$ cat config.mk
export PLATFORM = sky130hd
export DESIGN_NAME = sdc_cmd_framer_flat
export DESIGN_NICKNAME = d
export VERILOG_FILES = /design/src/rtl/sdc_cmd_framer_if.sv /design/src/rtl/sdc_cmd_framer.sv /design/src/flat_wrapper.sv
export SDC_FILE = /design/constraint.sdc
export NUM_CORES = 1
export LEC_CHECK = 0
export ABC_CLOCK_PERIOD_IN_PS = 2650
export CORE_MARGIN = 4
export CORE_UTILIZATION = 45
export CTS_CLUSTER_SIZE = 20
export DETAILED_ROUTE_END_ITERATION = 16
export PLACE_DENSITY = 0.73
export SLEW_MARGIN = 15
export SYNTH_ARGS = -nofsm -noshare
export SYNTH_HDL_FRONTEND = slang
export SYNTH_SLANG_ARGS = --single-unit
$ cat constraint.sdc
create_clock -name clk -period 2.65 [get_ports clk]
set_clock_uncertainty 0.2 [all_clocks]
set_input_delay 0.53 -clock clk [delete_from_list [all_inputs] [get_ports clk]]
set_output_delay 0.53 -clock clk [all_outputs]
set_load 0.005 [all_outputs]
$ cat src/rtl/sdc_cmd_framer_if.sv
// Command request handshake between a host-side requester and the SD command framer.
`timescale 1ns/1ps
interface sdc_cmd_framer_if;
    logic        cmd_valid;
    logic [5:0]  cmd_index;
    logic [31:0] cmd_arg;
    logic        cmd_ready;

    modport master (output cmd_valid, output cmd_index, output cmd_arg, input cmd_ready);
    modport slave  (input cmd_valid, input cmd_index, input cmd_arg, output cmd_ready);
endinterface

$ cat src/rtl/sdc_cmd_framer.sv
// SD command framer: latches index/arg, computes CRC7 serially, then paces
// loadCmd/shiftCmd strobes so the downstream 48-bit shift register drives the CMD line.
`timescale 1ns/1ps
module sdc_cmd_framer #(
    parameter int CLK_DIV = 4
) (
    input  logic               clk,
    input  logic               reset,
    sdc_cmd_framer_if.slave    cmd,
    output logic [47:0]        fullCmd,
    output logic               loadCmd,
    output logic               shiftCmd,
    output logic               bit_tick,
    output logic               cmd_done,
    output logic               busy
);
    // state        | meaning
    // S_IDLE       | ready, waiting for cmd_valid
    // S_CRC        | one header bit per clk into CRC7 (40 clks)
    // S_WAIT_TICK  | frame built, waiting for bit_tick to load it
    // S_SHIFT      | one shift strobe per bit_tick, 48 in total
    // S_DONE       | cmd_done pulse issued, returning to idle
    typedef enum logic [2:0] {S_IDLE, S_CRC, S_WAIT_TICK, S_SHIFT, S_DONE} state_t;

    localparam int DIV_W = (CLK_DIV > 1) ? $clog2(CLK_DIV) : 1;
    localparam logic [DIV_W-1:0] DIV_MAX = DIV_W'(CLK_DIV - 1);
    localparam logic [DIV_W-1:0] DIV_ONE = DIV_W'(1);

    state_t         state_q, state_d;
    logic [DIV_W-1:0] div_cnt_q, div_cnt_d;
    logic           bit_tick_q, bit_tick_d;
    logic [5:0]     bit_cnt_q, bit_cnt_d;
    logic [6:0]     crc_q, crc_d;
    logic [5:0]     idx_q, idx_d;
    logic [31:0]    arg_q, arg_d;
    logic [47:0]    full_cmd_q, full_cmd_d;
    logic           load_q, load_d;
    logic           shift_q, shift_d;
    logic           done_q, done_d;
    logic           ready_q, ready_d;

    logic [39:0]    hdr;
    logic [5:0]     hdr_sel;
    logic           crc_fb;
    logic [6:0]     crc_step;

    always_comb begin
        div_cnt_d  = (div_cnt_q == DIV_MAX) ? '0 : div_cnt_q + DIV_ONE;
        bit_tick_d = (div_cnt_d == DIV_MAX);

        hdr      = {2'b01, idx_q, arg_q};
        hdr_sel  = 6'd39 - bit_cnt_q;
        crc_fb   = hdr[hdr_sel] ^ crc_q[6];
        crc_step = {crc_q[5:0], 1'b0} ^ (crc_fb ? 7'h09 : 7'h00);

        state_d    = state_q;
        bit_cnt_d  = bit_cnt_q;
        crc_d      = crc_q;
        idx_d      = idx_q;
        arg_d      = arg_q;
        full_cmd_d = full_cmd_q;
        ready_d    = ready_q;
        load_d     = 1'b0;
        shift_d    = 1'b0;
        done_d     = 1'b0;

        case (state_q)
            S_IDLE: begin
                if (cmd.cmd_valid && ready_q) begin
                    idx_d     = cmd.cmd_index;
                    arg_d     = cmd.cmd_arg;
                    crc_d     = 7'h00;
                    bit_cnt_d = 6'd0;
                    ready_d   = 1'b0;
                    state_d   = S_CRC;
                end
            end
            S_CRC: begin
                crc_d = crc_step;
                if (bit_cnt_q == 6'd39) begin
                    full_cmd_d = {2'b01, idx_q, arg_q, crc_step, 1'b1};
                    bit_cnt_d  = 6'd0;
                    state_d    = S_WAIT_TICK;
                end else begin
                    bit_cnt_d = bit_cnt_q + 6'd1;
                end
            end
            S_WAIT_TICK: begin
                // strobes are registered, so they are timed off the next-cycle tick
                if (bit_tick_d) begin
                    load_d  = 1'b1;
                    state_d = S_SHIFT;
                end
            end
            S_SHIFT: begin
                if (bit_cnt_q == 6'd48) begin
                    done_d  = 1'b1;
                    state_d = S_DONE;
                end else if (bit_tick_d) begin
                    shift_d   = 1'b1;
                    bit_cnt_d = bit_cnt_q + 6'd1;
                end
            end
            S_DONE: begin
                ready_d = 1'b1;
                state_d = S_IDLE;
            end
            default: state_d = S_IDLE;
        endcase
    end

    always_ff @(posedge clk) begin
        if (reset) begin
            state_q    <= S_IDLE;
            div_cnt_q  <= '0;
            bit_tick_q <= 1'b0;
            bit_cnt_q  <= 6'd0;
            crc_q      <= 7'h00;
            idx_q      <= 6'd0;
            arg_q      <= 32'd0;
            full_cmd_q <= 48'hFFFF_FFFF_FFFF;
            load_q     <= 1'b0;
            shift_q    <= 1'b0;
            done_q     <= 1'b0;
            ready_q    <= 1'b1;
        end else begin
            state_q    <= state_d;
            div_cnt_q  <= div_cnt_d;
            bit_tick_q <= bit_tick_d;
            bit_cnt_q  <= bit_cnt_d;
            crc_q      <= crc_d;
            idx_q      <= idx_d;
            arg_q      <= arg_d;
            full_cmd_q <= full_cmd_d;
            load_q     <= load_d;
            shift_q    <= shift_d;
            done_q     <= done_d;
            ready_q    <= ready_d;
        end
    end

    assign cmd.cmd_ready = ready_q;
    assign busy          = ~ready_q;
    assign fullCmd       = full_cmd_q;
    assign loadCmd       = load_q;
    assign shiftCmd      = shift_q;
    assign bit_tick      = bit_tick_q;
    assign cmd_done      = done_q;
endmodule
$ cat src/flat_wrapper.sv
// flat-port wrapper written by rule: the top's interface ports become plain ports
module sdc_cmd_framer_flat 
#(
    parameter int CLK_DIV = 4
)
  (clk, reset, fullCmd, loadCmd, shiftCmd, bit_tick, cmd_done, busy, cmd_cmd_valid, cmd_cmd_index, cmd_cmd_arg, cmd_cmd_ready);
  sdc_cmd_framer_if cmd_i ();
  input  logic clk;
  input  logic reset;
  output logic [47:0] fullCmd;
  output logic loadCmd;
  output logic shiftCmd;
  output logic bit_tick;
  output logic cmd_done;
  output logic busy;
  input wire logic [$bits(cmd_i.cmd_valid)-1:0] cmd_cmd_valid;
  input wire logic [$bits(cmd_i.cmd_index)-1:0] cmd_cmd_index;
  input wire logic [$bits(cmd_i.cmd_arg)-1:0] cmd_cmd_arg;
  output wire logic [$bits(cmd_i.cmd_ready)-1:0] cmd_cmd_ready;
  assign cmd_i.cmd_valid = cmd_cmd_valid;
  assign cmd_i.cmd_index = cmd_cmd_index;
  assign cmd_i.cmd_arg = cmd_cmd_arg;
  assign cmd_cmd_ready = cmd_i.cmd_ready;
  sdc_cmd_framer #(.CLK_DIV(CLK_DIV)) u_core (.clk(clk), .reset(reset), .cmd(cmd_i), .fullCmd(fullCmd), .loadCmd(loadCmd), .shiftCmd(shiftCmd), .bit_tick(bit_tick), .cmd_done(cmd_done), .busy(busy));
endmodule
Word level (Yosys, flattened, before mapping)
Index checks and enable logic that the tools add are counted.

storage, ports and cells
  flip-flop bits (word level) = 107
  input port bits = 41
  output and inout port bits = 54

operators by class
  add/subtract/negate cells = 3
  magnitude comparators = 1
  equal/unequal tests = 14
  mux-type cells = 20
  bitwise operators = 5
  reductions and logical operators = 14

operators with widths
  cell                                                   count
  2-to-1 mux 6 bit                                       4
  case mux 6 bit (3 select lines)                        1
  case mux 7 bit (2 select lines)                        1
  == test 6 bit, second input constant                   2
  2-to-1 mux 3 bit                                       4
  case mux 3 bit (4 select lines)                        1
  inequality test 2 x 1 -> 1 bit, second input constant  5
  AND reduction 2 bit                                    4
  AND reduction 4 bit                                    2
  < comparator 6 x 7 -> 1 bit, second input constant     1
  2-to-1 mux 7 bit                                       1
  XOR 7 bit                                              1
  adder 6 x 1 -> 6 bit, second input constant            1
  binary-select mux 1 bit (select 6 bit)                 1
  == test 3 x 2 -> 1 bit, second input constant          2
  subtractor 6 bit, first input constant                 1
  == test 2 bit, second input constant                   2
  2-to-1 mux 1 bit                                       4
  2-to-1 mux 4 bit                                       1
  nonzero test 2 bit                                     2
  OR reduction 2 bit                                     2
  == test 3 x 1 -> 1 bit, second input constant          1
  == test 3 bit, second input constant                   1
  zero test 3 bit                                        1
  other kinds (9)                                        11

Depth between registers and ports, before layout
  depth in word-level cells = 7
  gate-level depth with buffers = 11
  mapped depth without buffers = 9

Worst setup path after synthesis
Ideal clock, no wire load.

  kind = register -> register
  start = reg u_core.bit_cnt_q[0]
  end = reg u_core.crc_q[0]
  library setup time = 117 ps
  arrival = 1,931 ps
  required time = 2,333 ps
  setup slack = 401 ps
  stages on the path, launching flop included = 9
  path buffers = 1
  clock period less this slack = 2,249 ps
  path through = dfxtp_1 > buf_6 > mux4_2 > nor2b_4 > a2111oi_4 > o41ai_2 > xor2_1 > a22oi_1 > nor2_1

on the way
  cells in the longest elaborated chain, start to end = 7

RTL lines
  element                                 RTL line               text
  from (decl)                             sdc_cmd_framer.sv:32   logic [5:0] bit_cnt_q, bit_cnt_d;
  from (signal assigned)                  sdc_cmd_framer.sv:130  bit_cnt_q <= bit_cnt_d;
  subtractor 6 bit                        sdc_cmd_framer.sv:52   hdr_sel = 6'd39 - bit_cnt_q;
  binary-select mux 1 bit (select 6 bit)  sdc_cmd_framer.sv:53   crc_fb = hdr[hdr_sel] ^ crc_q[6];
  2-to-1 mux 1 bit (implied by the code)  sdc_cmd_framer.sv:53
  XOR 1 bit                               sdc_cmd_framer.sv:53
  2-to-1 mux 4 bit                        sdc_cmd_framer.sv:54   crc_step = {crc_q[5:0], 1'b0} ^ (crc_fb ? 7'h09 : 7'h00);
  XOR 7 bit                               sdc_cmd_framer.sv:54
  case mux 7 bit (2 select lines)         sdc_cmd_framer.sv:67   case (state_q)
  to (signal assigned)                    sdc_cmd_framer.sv:131  crc_q <= crc_d;
  to (decl)                               sdc_cmd_framer.sv:33   logic [6:0] crc_q, crc_d;

No other way between the ends. The select of a mux whose other input is x is not followed.
A chain may end at the register's enable or synchronous reset.

Worst setup path after layout
Ends and elaborated chain as after synthesis.

==> impl_metrics.prom <==
# TYPE chip_impl_metric gauge
chip_impl_info{name="outcome",value="completed"} 1
chip_impl_metric{name="cts_repair_resized_insts",unit=""} 0
chip_impl_metric{name="final.fill_count",unit=""} 869
chip_impl_metric{name="tns",unit="ps"} 0
chip_impl_metric{name="grt_usage",unit=""} 0.190
chip_impl_metric{name="synth_sequential_area_ratio",unit=""} 0.482
chip_impl_metric{name="timing.reg2reg.setup_slack",unit="ps"} 180
chip_impl_metric{name="ys_types",unit=""} 50
chip_impl_metric{name="nets",unit=""} 654
chip_impl_metric{name="number_of_pins_with_negative_max_slew_slack_in_the_final_report",unit=""} 0
chip_impl_metric{name="hpwl",unit="um"} 7460
chip_impl_metric{name="cts-buffers-inserted",unit=""} 9
chip_impl_metric{name="finalWorstSetupSlack",unit="ps"} 182
chip_impl_metric{name="worstPathArrival",unit="ps"} 2510
chip_impl_info{name="startpoint_type",value="register"} 1
chip_impl_metric{name="maxClockFrequency",unit="MHz"} 405
chip_impl_metric{name="worstMarginPinSlew",unit="ps"} 557
chip_impl_metric{name="mappedNetlistArea",unit="mm^2"} 0.00445
chip_impl_metric{name="buffer_ports.inserted",unit=""} 92
chip_impl_metric{name="antenna_found_initial",unit=""} 0
chip_impl_metric{name="post_cts_hold_buffers",unit=""} 0
chip_impl_metric{name="power.density_cell_area",unit="mW/mm^2"} 530
chip_impl_metric{name="detailedRoute.firstIterationViolations",unit=""} 151
chip_impl_info{name="clockRootBuffer",value="clkbuf_8"} 1
chip_impl_metric{name="drt_first_pass_iters",unit=""} 4
chip_impl_metric{name="die_width",unit="um"} 107
chip_impl_metric{name="critical_path.max_fanout",unit=""} 12
chip_impl_metric{name="critPathRequiredTime",unit="ps"} 2700
chip_impl_metric{name="htree_levels",unit=""} 3
chip_impl_metric{name="initial_core_util",unit=""} 0.459
chip_impl_metric{name="grt_pass1_vias",unit=""} 3694
chip_impl_metric{name="route.antenna.remaining_nets",unit=""} 0
chip_impl_metric{name="clkSlewWorstSetupHoldPaths",unit="ps"} 100
chip_impl_metric{name="power.ir.vdd_worst",unit="uV"} 320
chip_impl_info{name="end_kind",value="register"} 1
chip_impl_metric{name="design.die.area",unit="mm^2"} 0.0115
chip_impl_metric{name="synth_warnings",unit=""} 0
chip_impl_metric{name="cts.sink_count",unit=""} 107
chip_impl_metric{name="io-pin-count",unit=""} 95
chip_impl_metric{name="flow.area_growth_from_synthesis",unit="%"} 27.6
chip_impl_metric{name="core.rowCount",unit=""} 36
chip_impl_metric{name="post_drt_via_cell_ratio",unit=""} 5.08
chip_impl_metric{name="grt_start_max_net_pins",unit=""} 88
chip_impl_metric{name="routed_wl",unit="um"} 10700
chip_impl_info{name="tritoncts_clock_tree",value="built"} 1
chip_impl_metric{name="avgSynthCellArea",unit="um^2"} 8.42
chip_impl_metric{name="avgRoutedWirePerCell",unit="um"} 14.4
chip_impl_metric{name="finalSetupViolCount",unit=""} 0
chip_impl_info{name="synthFlopType",value="dfxtp_1"} 1
chip_impl_metric{name="synth_enable_flop_cells",unit=""} 0
chip_impl_info{name="unrepaired_setup_endpoints_after_global_routing",value="false"} 1
chip_impl_metric{name="layout_worst_path_cycle_share",unit=""} 0.931
chip_impl_metric{name="synthesis.instances",unit=""} 528
chip_impl_metric{name="timing.max_cap.violations",unit=""} 0
chip_impl_metric{name="route.vias.total",unit=""} 3775
chip_impl_info{name="min-delay-path-class",value="reg -> reg"} 1
chip_impl_metric{name="preCtsSetupSlack",unit="ps"} 207
chip_impl_metric{name="antenna_cells",unit=""} 0
chip_impl_metric{name="clkLatencyLatePin",unit="ps"} 360
chip_impl_metric{name="global_route.overflow_total",unit=""} 0
chip_impl_info{name="critPathKind",value="reg -> reg"} 1
chip_impl_metric{name="postCtsSetupBuffers",unit=""} 0
chip_impl_metric{name="grt_pass1_wl",unit="um"} 17700
chip_impl_metric{name="fp.dieH",unit="um"} 107
chip_impl_metric{name="postSynth.asyncResetShare",unit=""} 0
chip_impl_metric{name="postSynthRegisterBits",unit=""} 107
chip_impl_metric{name="hold_violations",unit=""} 0
chip_impl_metric{name="timing.slew.headroom",unit=""} 0.628
chip_impl_metric{name="remaining_drc_errors",unit=""} 0
chip_impl_metric{name="core",unit="mm^2"} 0.00968
chip_impl_metric{name="min_period",unit="ps"} 2470
chip_impl_metric{name="p_leak",unit="nW"} 2.26
chip_impl_metric{name="cts_buffer_depth",unit=""} 2
chip_impl_metric{name="drive_above_1_share",unit=""} 0.0705
chip_impl_metric{name="finalWeightedCongestion",unit=""} 0.843
==> metal layers <==
| metal | up-vias | part of all wire | global-route usage |
|---|---|---|---|
| met5 | - | 0 | 0 |
| li1 | 1904 | - | - |
| met1 | 1757 | 0.47 | 0.260 |
| met3 | 15 | 0.047 | 0.0336 |
| met4 | 0 | 0.016 | 0.0703 |
| met2 | 99 | 0.47 | 0.301 |
==> critical path: stages (launching register included) <==
cell	delay (ps)
dfxtp_1	350
buf_4	200
mux4_2	510
a22o_1	220
a211oi_1	270
o41ai_2	140
xor2_1	180
a22oi_1	230
nor2_1	60
==> cells in the mapped netlist (5+ instances only) <==
master    count  area [um^2]
nand2_1     174          653
dfxtp_1     107         2140
a21oi_1      45          225
nand3b_1     44          330
clkbuf_1     30          113
nor2_1       22         82.6
inv_1        10         37.5
mux2i_1       9         90.1
a22oi_1       8         60.1
ha_1          7         87.6
mux4_2        5          113
==> cells in the final DEF (no fill, tap or decap), types with 3 or more instances in the layout <==
master / synthesis / routed
mux2i_1: 9 / 9
dfxtp_1: 107 / 107
clkinv_4: 0 / 3
mux4_2: 5 / 5
inv_1: 10 / 10
nor2_1: 22 / 22
nand2b_1: 4 / 4
nand2_1: 174 / 174
buf_4: 4 / 12
a21oi_1: 45 / 45
xnor2_1: 3 / 3
nor2b_1: 4 / 4
a22oi_1: 8 / 8
nor3_1: 3 / 3
clkbuf_8: 0 / 9
nand3_1: 4 / 4
nand3b_1: 44 / 44
o21ai_0: 4 / 4
ha_1: 7 / 7
or3_1: 3 / 3
clkdlybuf4s50_1: 0 / 91
==> flip-flops by register name, indices dropped and copies added, names as in the netlist <==
signal / flops
u_core.bit_cnt_q: 6
u_core.arg_q: 32
u_core.idx_q: 6
u_core.crc_q: 7
u_core.div_cnt_q: 2
u_core.bit_tick: 1
u_core.cmd.cmd_ready: 1
u_core.shiftCmd: 1
u_core.loadCmd: 1
u_core.cmd_done: 1
u_core.state_q: 3
u_core.fullCmd: 46
==> power breakdown <==
part / internal [mW] / total [mW] / leakage, nW / switching (mW)
Combinational: 0.148 / 0.302 / 1.29 / 0.154
Sequential: 1.66 / 1.70 / 0.870 / 0.0407
Clock: 0.444 / 1.01 / 0.100 / 0.568
==> layout make-up <==
type | count | area (um^2) | share of cell area
Multi-Input combinational cell | 372 | 2100 | 0.370
Clock buffer | 9 | 124 | 0.0218
Timing Repair Buffer | 105 | 1030 | 0.181
Clock inverter | 6 | 73.8 | 0.0130
Sequential cell | 107 | 2140 | 0.377
Inverter | 11 | 41.3 | 0.00728
Tap cell | 133 | 166 | 0.0293
==> stage by stage <==
stage,area (um^2),power [mW],hold slack (ps),std cells,utilization
finish,5680,3.01,264,743,0.586
global route,5680,3.14,291,743,0.586
CTS,5680,3.03,268,743,0.586
detailed placement,5480,2.04,244,728,0.566
global placement,5480,2.03,236,728,0.566
floorplan,4450,1.91,226,529,-
==> cell families (layout without fill, tap and decap cells) <==
kind of cell | count (synthesis) | count (layout) | synth area share
flip-flops | 107 | 107 | 0.482
XOR/XNOR | 5 | 5 | 0.00985
multiplexers | 14 | 14 | 0.0456
AND/OR/NAND/NOR | 267 | 267 | 0.283
buffers and inverters | 50 | 131 | 0.0481
AO/OA/AOI/OAI | 77 | 77 | 0.111
adder cells (fa/ha/maj) | 7 | 7 | 0.0197
other | 1 | 2 | 0.000843
==> path summary, 6_finish.rpt <==
check / start / endpoint / depth (start not counted)
worst max register to register: u_core.bit_cnt_q[0]$_SDFFE_PP0P_ / u_core.crc_q[0]$_SDFFE_PP0P_ / 8
worst min-delay path: u_core.div_cnt_q[0]$_SDFF_PP0_ / u_core.div_cnt_q[0]$_SDFF_PP0_ / 1
worst min register to register: u_core.div_cnt_q[0]$_SDFF_PP0_ / u_core.div_cnt_q[0]$_SDFF_PP0_ / 1
worst max-delay path: u_core.bit_cnt_q[0]$_SDFFE_PP0P_ / u_core.crc_q[0]$_SDFFE_PP0P_ / 8
No activity file was read; power rests on OpenSTA's default activity.
